<file path="src/rtl/akuma_pkg.sv">
// Shared types and constants for the Akuma character controller and the
// downstream sprite selector.
package akuma_pkg;

    // Controller states
    typedef enum logic [1:0] {
        STAND = 2'd0,
        PUNCH = 2'd1,
        JUMP  = 2'd2
    } akuma_state_t;

    // Pose codes understood by the sprite selector
    localparam logic [2:0] SPR_STAND = 3'd0;
    localparam logic [2:0] SPR_PUNCH = 3'd1;
    localparam logic [2:0] SPR_JUMP  = 3'd2;

    // Map a controller state onto the pose code drawn for it
    function automatic logic [2:0] sprite_of(input akuma_state_t s);
        logic [2:0] spr;
        case (s)
            PUNCH:   spr = SPR_PUNCH;
            JUMP:    spr = SPR_JUMP;
            default: spr = SPR_STAND;
        endcase
        return spr;
    endfunction

endpackage

</file>
<file path="src/rtl/frame_tick_gen.sv">
// Rising-edge detector on vertical sync: produces a one-cycle frame tick.
// A vs level held high for many cycles yields a single tick.
module frame_tick_gen (
    input  logic vga_clk,
    input  logic reset_n,
    input  logic vs,
    output logic frame_tick
);

    logic vs_q;

    // Delay vs by one cycle so the rising edge can be detected
    always_ff @(posedge vga_clk or negedge reset_n) begin
        if (!reset_n) begin
            vs_q <= 1'b0;
        end else begin
            vs_q <= vs;
        end
    end

    assign frame_tick = vs & ~vs_q;

endmodule

</file>
<file path="src/rtl/akuma_motion_ctrl.sv">
// Per-frame character controller for Akuma: stand/punch/jump state machine,
// horizontal movement with clamping and vertical jump physics. All state
// changes happen on the frame tick, so position and pose only change at
// frame boundaries.
// Optional feature: define AKUMA_AIR_STEER_EN to allow left/right movement
// while airborne (including the landing tick). Without it X is frozen in JUMP.
module akuma_motion_ctrl
    import akuma_pkg::*;
#(
    parameter logic [9:0] X_START      = 10'd120,
    parameter logic [9:0] X_MIN        = 10'd0,
    parameter logic [9:0] X_MAX        = 10'd560,
    parameter logic [9:0] GROUND_Y     = 10'd400,
    parameter logic [9:0] STEP_X       = 10'd4,
    parameter logic [5:0] JUMP_V       = 6'd12,
    parameter logic [5:0] GRAVITY      = 6'd1,
    parameter logic [4:0] PUNCH_FRAMES = 5'd8
) (
    input  logic       vga_clk,
    input  logic       reset_n,
    input  logic       vs,
    input  logic       btn_left,
    input  logic       btn_right,
    input  logic       btn_jump,
    input  logic       btn_punch,
    output logic [9:0] AkumaX,
    output logic [9:0] AkumaY,
    output logic [2:0] sprite,
    output logic       frame_tick
);

    akuma_state_t      state_q, state_d;
    logic [9:0]        x_q, x_d;
    logic [9:0]        y_q, y_d;
    logic signed [6:0] vel_q, vel_d;
    logic [4:0]        pcnt_q, pcnt_d;
    logic [2:0]        sprite_q;

    logic              tick;

    // Horizontal movement helpers (11-bit signed so stepping never wraps)
    logic signed [10:0] x_left;
    logic signed [10:0] x_right;
    logic [9:0]         x_move;

    // Vertical physics helpers
    logic signed [6:0]  jump_vel;
    logic signed [10:0] ny;
    logic signed [7:0]  vel_sum;
    logic signed [6:0]  vel_next;

    frame_tick_gen u_tick (
        .vga_clk    (vga_clk),
        .reset_n    (reset_n),
        .vs         (vs),
        .frame_tick (tick)
    );

    assign frame_tick = tick;
    assign jump_vel   = -$signed({1'b0, JUMP_V});

    // Candidate X after this frame's button request, clamped to the play field
    always_comb begin
        x_left  = $signed({1'b0, x_q}) - $signed({1'b0, STEP_X});
        x_right = $signed({1'b0, x_q}) + $signed({1'b0, STEP_X});
        x_move  = x_q;
        if (btn_left && !btn_right) begin
            if (x_left < $signed({1'b0, X_MIN})) begin
                x_move = X_MIN;
            end else begin
                x_move = x_left[9:0];
            end
        end else if (btn_right && !btn_left) begin
            if (x_right > $signed({1'b0, X_MAX})) begin
                x_move = X_MAX;
            end else begin
                x_move = x_right[9:0];
            end
        end
    end

    // Candidate Y and speed for an airborne frame; speed saturates at +63
    always_comb begin
        ny      = $signed({1'b0, y_q}) + $signed({{4{vel_q[6]}}, vel_q});
        vel_sum = $signed({vel_q[6], vel_q}) + $signed({2'b00, GRAVITY});
        if (vel_sum > 8'sd63) begin
            vel_next = 7'sd63;
        end else begin
            vel_next = vel_sum[6:0];
        end
    end

    // Next-state logic: nothing moves except on a frame tick
    always_comb begin
        state_d = state_q;
        x_d     = x_q;
        y_d     = y_q;
        vel_d   = vel_q;
        pcnt_d  = pcnt_q;
        if (tick) begin
            case (state_q)
                STAND: begin
                    x_d = x_move;
                    if (btn_jump) begin
                        // Lift-off: speed is set now, Y starts moving next tick
                        state_d = JUMP;
                        vel_d   = jump_vel;
                    end else if (btn_punch) begin
                        state_d = PUNCH;
                        pcnt_d  = PUNCH_FRAMES - 5'd1;
                    end
                end
                PUNCH: begin
                    if (pcnt_q == 5'd0) begin
                        state_d = STAND;
                    end else begin
                        pcnt_d = pcnt_q - 5'd1;
                    end
                end
                JUMP: begin
`ifdef AKUMA_AIR_STEER_EN
                    x_d = x_move;
`endif
                    // Only a descending jump can land
                    if ((vel_q > 7'sd0) && (ny >= $signed({1'b0, GROUND_Y}))) begin
                        y_d     = GROUND_Y;
                        vel_d   = 7'sd0;
                        state_d = STAND;
                    end else begin
                        y_d   = ny[9:0];
                        vel_d = vel_next;
                    end
                end
                default: begin
                    state_d = STAND;
                end
            endcase
        end
    end

    // State, position and registered pose code
    always_ff @(posedge vga_clk or negedge reset_n) begin
        if (!reset_n) begin
            state_q  <= STAND;
            x_q      <= X_START;
            y_q      <= GROUND_Y;
            vel_q    <= 7'sd0;
            pcnt_q   <= 5'd0;
            sprite_q <= SPR_STAND;
        end else begin
            state_q  <= state_d;
            x_q      <= x_d;
            y_q      <= y_d;
            vel_q    <= vel_d;
            pcnt_q   <= pcnt_d;
            sprite_q <= sprite_of(state_d);
        end
    end

    assign AkumaX = x_q;
    assign AkumaY = y_q;
    assign sprite = sprite_q;

endmodule

</file>
<file path="config.mk">
export PLATFORM = sky130hd
export DESIGN_NAME = akuma_motion_ctrl
export DESIGN_NICKNAME = d
export VERILOG_FILES = /design/src/rtl/akuma_pkg.sv /design/src/rtl/frame_tick_gen.sv /design/src/rtl/akuma_motion_ctrl.sv
export SDC_FILE = /design/constraint.sdc
export NUM_CORES = 1
export LEC_CHECK = 0
export BUFFER_PORTS_ARGS = -buffer_cell sky130_fd_sc_hd__buf_2
export CORE_ASPECT_RATIO = 1.4
export CORE_MARGIN = 5
export CORE_UTILIZATION = 25
export DETAILED_ROUTE_END_ITERATION = 16
export PLACE_DENSITY = 0.51
export SLEW_MARGIN = 15
export SYNTH_ARGS = -nofsm -noshare
export SYNTH_HDL_FRONTEND = slang
export SYNTH_SLANG_ARGS = --single-unit
</file>
<file path="constraint.sdc">
create_clock -name vga_clk -period 2.7 [get_ports vga_clk]
set_clock_uncertainty 0.2 [all_clocks]
set_input_delay 0.405 -clock vga_clk [delete_from_list [all_inputs] [get_ports vga_clk]]
set_output_delay 0.405 -clock vga_clk [all_outputs]
set_load 0.03 [all_outputs]
</file>
# --- Word-level counts from Yosys, hierarchy flattened ---
# Index checks and enable logic that the tools add are counted.
op_classes:
  order_cmp: 5
  bitwise: 2
  add_sub_neg: 5
  n_mux: 20
  eq_ne: 8
  reduce_logical: 14
op_table:
  columns: ["cell", "count"]
  rows:
  - ["10-bit 2-to-1 mux", 5]
  - ["7-bit 2-to-1 mux", 3]
  - ["5-bit 2-to-1 mux", 3]
  - ["7-bit case mux with 2 select lines", 1]
  - ["10-bit by 3-bit adder with 11-bit output, second input constant", 1]
  - ["11-bit by 7-bit adder with 11-bit output", 1]
  - ["11-bit by 10-bit >= comparator with 1-bit output, second input constant", 1]
  - ["11-bit > comparator, second input constant", 1]
  - ["11-bit by 1-bit < comparator with 1-bit output, second input constant", 1]
  - ["10-bit by 3-bit subtractor with 11-bit output, second input constant", 1]
  - ["2-bit 2-to-1 mux", 5]
  - ["5-bit case mux with 2 select lines", 1]
  - ["7-bit by 2-bit adder with 8-bit output, second input constant", 1]
  - ["8-bit by 7-bit > comparator with 1-bit output, second input constant", 1]
  - ["2-bit != test, second input constant", 4]
  - ["7-bit by 1-bit > comparator with 1-bit output, second input constant", 1]
  - ["2-bit case mux with 3 select lines", 1]
  - ["3-bit AND reduction", 2]
  - ["2-bit nonzero test", 3]
  - ["5-bit logical NOT", 1]
  - ["5-bit AND reduction", 1]
  - ["5-bit by 1-bit subtractor with 5-bit output, second input constant", 1]
  - ["2-bit by 1-bit == test with 1-bit output, second input constant", 2]
  - ["2-bit == test, second input constant", 2]
  - ["7 further kinds", 10]
totals:
  wordCells: 61
  regBits: 38
  in_bits: 7

# --- Longest topological paths before layout ---
depth:
  word_depth: 8
  mapped_depth: 11

# --- Hierarchy ---
# Synthesis repeated with hierarchy kept, for this count alone.
hier_totals:
  cells_unflattened: 306
  area_unflattened_um2: 2627.5
modules_own_cells:
  columns: ["mod", "seq_area_each_um2", "area_per_inst_um2", "instances", "cells_each"]
  rows:
  - ["akuma_motion_ctrl", 859.6, 2588.7, 1, 304]
  - ["frame_tick_gen", 25.0, 38.8, 1, 2]

# --- Worst setup path before layout ---
# No wires, ideal clock.
synth_path:
  path_type: "reg2reg"
  startpoint: "register y_q[0] (netlist: AkumaY[0])"
  endpoint: "register sprite_q[0] (netlist: sprite[0])"
  path_stages_with_launch: 11
  synth_period_minus_slack_ps: 2918
  t_arrival_ps: 2599
  required_time_ps: 2381
  path_slack_ps: -218
  cell_sequence: "dfrtp_1 > ha_1 > fa_1 > a21o_1 > nand4_1 > and3_1 > xor2_1 > nand3_1 > a32o_2 > o31a_1 > and2_1"
synth_via:
  elab_chain_cells: 8
  elab_cells_between_ends: 9
  cone_classes: "add/sub: 1; order compare: 1; eq/ne: 2; mux: 4; reduce/logical: 1"
synth_lines:
  columns: ["item", "line_no", "source"]
  rows:
  - ["start, declared", "akuma_motion_ctrl.sv:34", "logic [9:0] y_q, y_d;"]
  - ["start signal, assigned", "akuma_motion_ctrl.sv:153", "y_q <= y_d;"]
  - ["11-bit by 7-bit adder with 11-bit output *", "akuma_motion_ctrl.sv:84", "ny = $signed({1'b0, y_q}) + $signed({{4{vel_q[6]}}, vel_q});"]
  - ["11-bit by 10-bit >= comparator with 1-bit output *", "akuma_motion_ctrl.sv:125", "if ((vel_q > 7'sd0) && (ny >= $signed({1'b0, GROUND_Y}))) begin"]
  - ["1-bit logical AND *", "akuma_motion_ctrl.sv:125", null]
  - ["2-bit 2-to-1 mux *", "akuma_motion_ctrl.sv:125", null]
  - ["2-bit case mux with 3 select lines *", "akuma_motion_ctrl.sv:101", "case (state_q)"]
  - ["2-bit 2-to-1 mux *", "akuma_motion_ctrl.sv:100", "if (tick) begin"]
  - ["2-bit == test / 2-bit by 1-bit == test with 1-bit output (equally long branches)", "akuma_pkg.sv:20", "case (s)"]
  - ["2-bit case mux with 2 select lines *", "akuma_pkg.sv:20", null]
  - ["end signal, assigned", "akuma_motion_ctrl.sv:156", "sprite_q <= sprite_of(state_d);"]
  - ["end, declared", "akuma_motion_ctrl.sv:37", "logic [2:0] sprite_q;"]
# Every way passes the cells marked *; elsewhere a longest branch is shown, timed or not.
# A chain may end at the register's enable or synchronous reset.

# --- Final worst setup path ---
# Ends and elaborated chain as after synthesis.

==> impl_metrics.py <==
metrics = {
    "sta": {
        "whs_ns": 0.01792,
        "timing.fmax_mhz": 360.8,
        "rsz0062_at_grt": "true",
        "hold_viol": 0,
        "max_slew_margin": 0.4441,
        "setup_ws_ns": -0.07129,
        "post-route-period-util": 1.026,
        "final.min_clock_period_ns": 2.771,
        "tightestPinTransition_ns": 0.8338,
        "maxSlewViolCount": 0,
        "setup_viol": 7,
    },
    "floorplanning": {
        "initial_core_util": 0.2561,
        "die_x_um": 95.11,
        "rows": 43,
        "dieArea_um2": 12280,
        "num_io_pins": 31,
        "core_um2": 9899,
        "die_y_um": 129.1,
    },
    "clock_network": {
        "cts_buffers": 5,
        "cts_tree": "done",
        "cts-root-buf": "clkbuf_16",
        "clkTransAtPathRegs_ns": 0.06,
        "htree_levels": 2,
        "cts.sinks": 35,
        "cts_max_path_buffers": 2,
        "clk_latency_ns": 0.28,
    },
    "logic_synthesis": {
        "ys_ff_latch": 35,
        "syn_inst": 296,
        "syn_area_um2": 2535,
        "ys_async_sr_fraction": 1.000,
        "synth_flop_cell": "dfrtp_1",
        "synth_edf_count": 0,
        "netlist-cell-type-count": 54,
        "syn_area_per_cell_um2": 8.564,
        "ys.warnings.count": 0,
        "synth-seq-area-share": 0.3490,
    },
    "grt": {
        "grt_overflow": 0,
        "grt_pass1_wl_mm": 11.03,
        "antenna_found_initial": 0,
        "grt_max_degree": 36,
        "grt_util_all_layers": 0.1117,
        "grt_pass1_vias": 2310,
    },
    "critical_path": {
        "crit_slowest_cell": "dfrtp_2",
        "critPathBufInv": 0,
        "cp.required_ns": 2.67,
        "critPathMaxFanout": 5,
        "crit_type": "flop to flop",
        "cp-end-kind": "flop",
        "critical_path.startpoint_type": "flop",
        "worstPathCellList": "ha_4, fa_2, a21o_1, nand4_1, and3_4, xor2_2, nand3_1, a32o_2, o31a_1, and2_1",
        "path_delay_family": "compound AO/OA/AOI/OAI gates",
        "cp.arrival_ns": 2.74,
        "cp_slowest_stage_delay_ns": 0.43,
    },
    "cells_and_area": {
        "fin_nets": 371,
        "final_util": 0.3238,
        "drive_gt1_frac": 0.2701,
        "layout_commonest_cell": "nand2_1",
        "syn_to_final_growth_pct": 26.46,
        "layout_common_cells": "32 x nand2_1, 27 x dfrtp_1, 27 x buf_2, 27 x buf_4, 26 x nor2_1",
        "diodes": 0,
        "stdcell_count": 483,
    },
    "routing": {
        "dr.pass1.iters": 6,
        "routed-via-count": 2349,
        "drc": 0,
        "ant_nets": 0,
        "routedWlPerCell_um": 14.04,
        "drtIter0Drc": 125,
        "totalWireLength_mm": 6.783,
        "vias_per_cell": 4.863,
    },
    "run": {
        "max-cap-violations": 0,
    },
    "placement": {
        "dp.cells": 468,
        "io_buffers": 27,
        "gp_congestion": 0.8529,
        "dp_hpwl_mm": 5.014,
    },
    "pwr": {
        "leakage_uw": 0.001463,
        "pwr_density_cell_nw_per_um2": 1375,
        "ir_drop_mv": 0.4463,
    },
    "outcome": {
        "violations": "setup timing",
        "outcome": "finished, violations left",
    },
    "hold_path": {
        "hp-class": "primary input to async pin",
    },
}
[through the flow]
step	worst slack (ns)	setup TNS, ns	power [uW]	area [um2]
floorplan	-0.02322	-0.02322	2768	2564
global placement	0.02368	0	3516	2957
detailed placement	-0.05138	-0.09225	3549	2957
CTS	-0.04931	-0.09681	4175	3105
global route	-0.1596	-1.342	4760	3206
finish	-0.07129	-0.2372	4408	3206
[report_power, final]
part	switching [uW]	internal, uW	leakage (uW)
logic	1550	1250	0.000970
clock network	222	340	0.0000669
registers	279	761	0.000426
[logic make-up after synthesis]
kind of cell,Yosys count,share of synthesized area
XOR/XNOR,11,0.03800
buffers and inverters,28,0.04935
flip-flops,35,0.3490
adder cells (fa/ha/maj),17,0.08687
AO/OA/AOI/OAI,95,0.2577
AND/OR/NAND/NOR,107,0.2088
other,1,0.001479
multiplexers,2,0.008884
[what timing repair did]
action | CTS | global route
hold buffers | 0 | 0
gates resized for setup | 0 | 9
gates cloned | 0 | 0
endpoints found under the setup margin | 8 | 19
setup buffers | 1 | 6
pin swaps | 1 | 5
[layout make-up]
class,instances,area [um2]
Fill cell,1096,6694
Multi-Input combinational cell,235,1604
Sequential cell,35,885.9
Timing Repair Buffer,55,349.1
Tap cell,135,168.9
Clock buffer,6,128.9
Inverter,15,56.30
Clock inverter,2,12.51
[Yosys cell counts (2+ instances only)]
cell,number,area (um2)
inv_1,14,52.55
o22ai_1,3,18.77
o21ai_0,16,80.08
or3_1,2,12.51
clkbuf_1,8,30.03
xnor2_1,5,43.79
mux2_2,2,22.52
a211oi_1,2,15.01
and2_1,5,31.28
nor3b_1,2,15.01
o21ai_1,10,50.05
nand3_1,7,35.03
nor4b_1,2,17.52
a22oi_1,3,22.52
ha_1,16,200.2
a22o_1,5,43.79
xor2_1,6,52.55
dfrtp_1,28,700.7
a21oi_1,18,90.09
buf_4,3,22.52
nand2b_1,4,25.02
a31oi_2,2,25.02
dfstp_2,7,183.9
and3_1,7,43.79
a31oi_1,6,37.54
a21o_1,9,67.56
nor2_1,26,97.59
o22a_1,5,43.79
nand4_1,7,43.79
o31ai_2,4,50.05
nand2_1,32,120.1
nor3_1,8,40.04
[registers in the layout, summed over array words and instances (netlist names)]
signal,count
AkumaX,8
pcnt_q,5
vel_q,7
u_tick.vs_q,1
state_q,2
AkumaY,10
sprite,2
[final timing paths]
kind                       slack, ns                   from  depth (start not counted)                     to
max in group asynchronous       1.69                reset_n                          1  AkumaY[0]$_DFFE_PN0P_
min reg2reg                     0.31  pcnt_q[0]$_DFFE_PN0P_                          1  pcnt_q[0]$_DFFE_PN0P_
min                             0.02                reset_n                          1  AkumaX[9]$_DFFE_PN0P_
min in group vga_clk            0.06                     vs                          1  u_tick.vs_q$_DFF_PN0_
max reg2reg                    -0.07  AkumaY[0]$_DFFE_PN0P_                         10    sprite[0]$_DFF_PN0_
max                            -0.07  AkumaY[0]$_DFFE_PN0P_                         10    sprite[0]$_DFF_PN0_
[layer usage]
metal	vias up	track usage	wire length, um
li1	1175	-	-
met1	1111	0.1344	2851
met2	50	0.1988	3537
met3	13	0.02149	264
met4	0	0.03314	130
met5	-	0	0
Note: power is estimated with default switching activity, not from simulation.
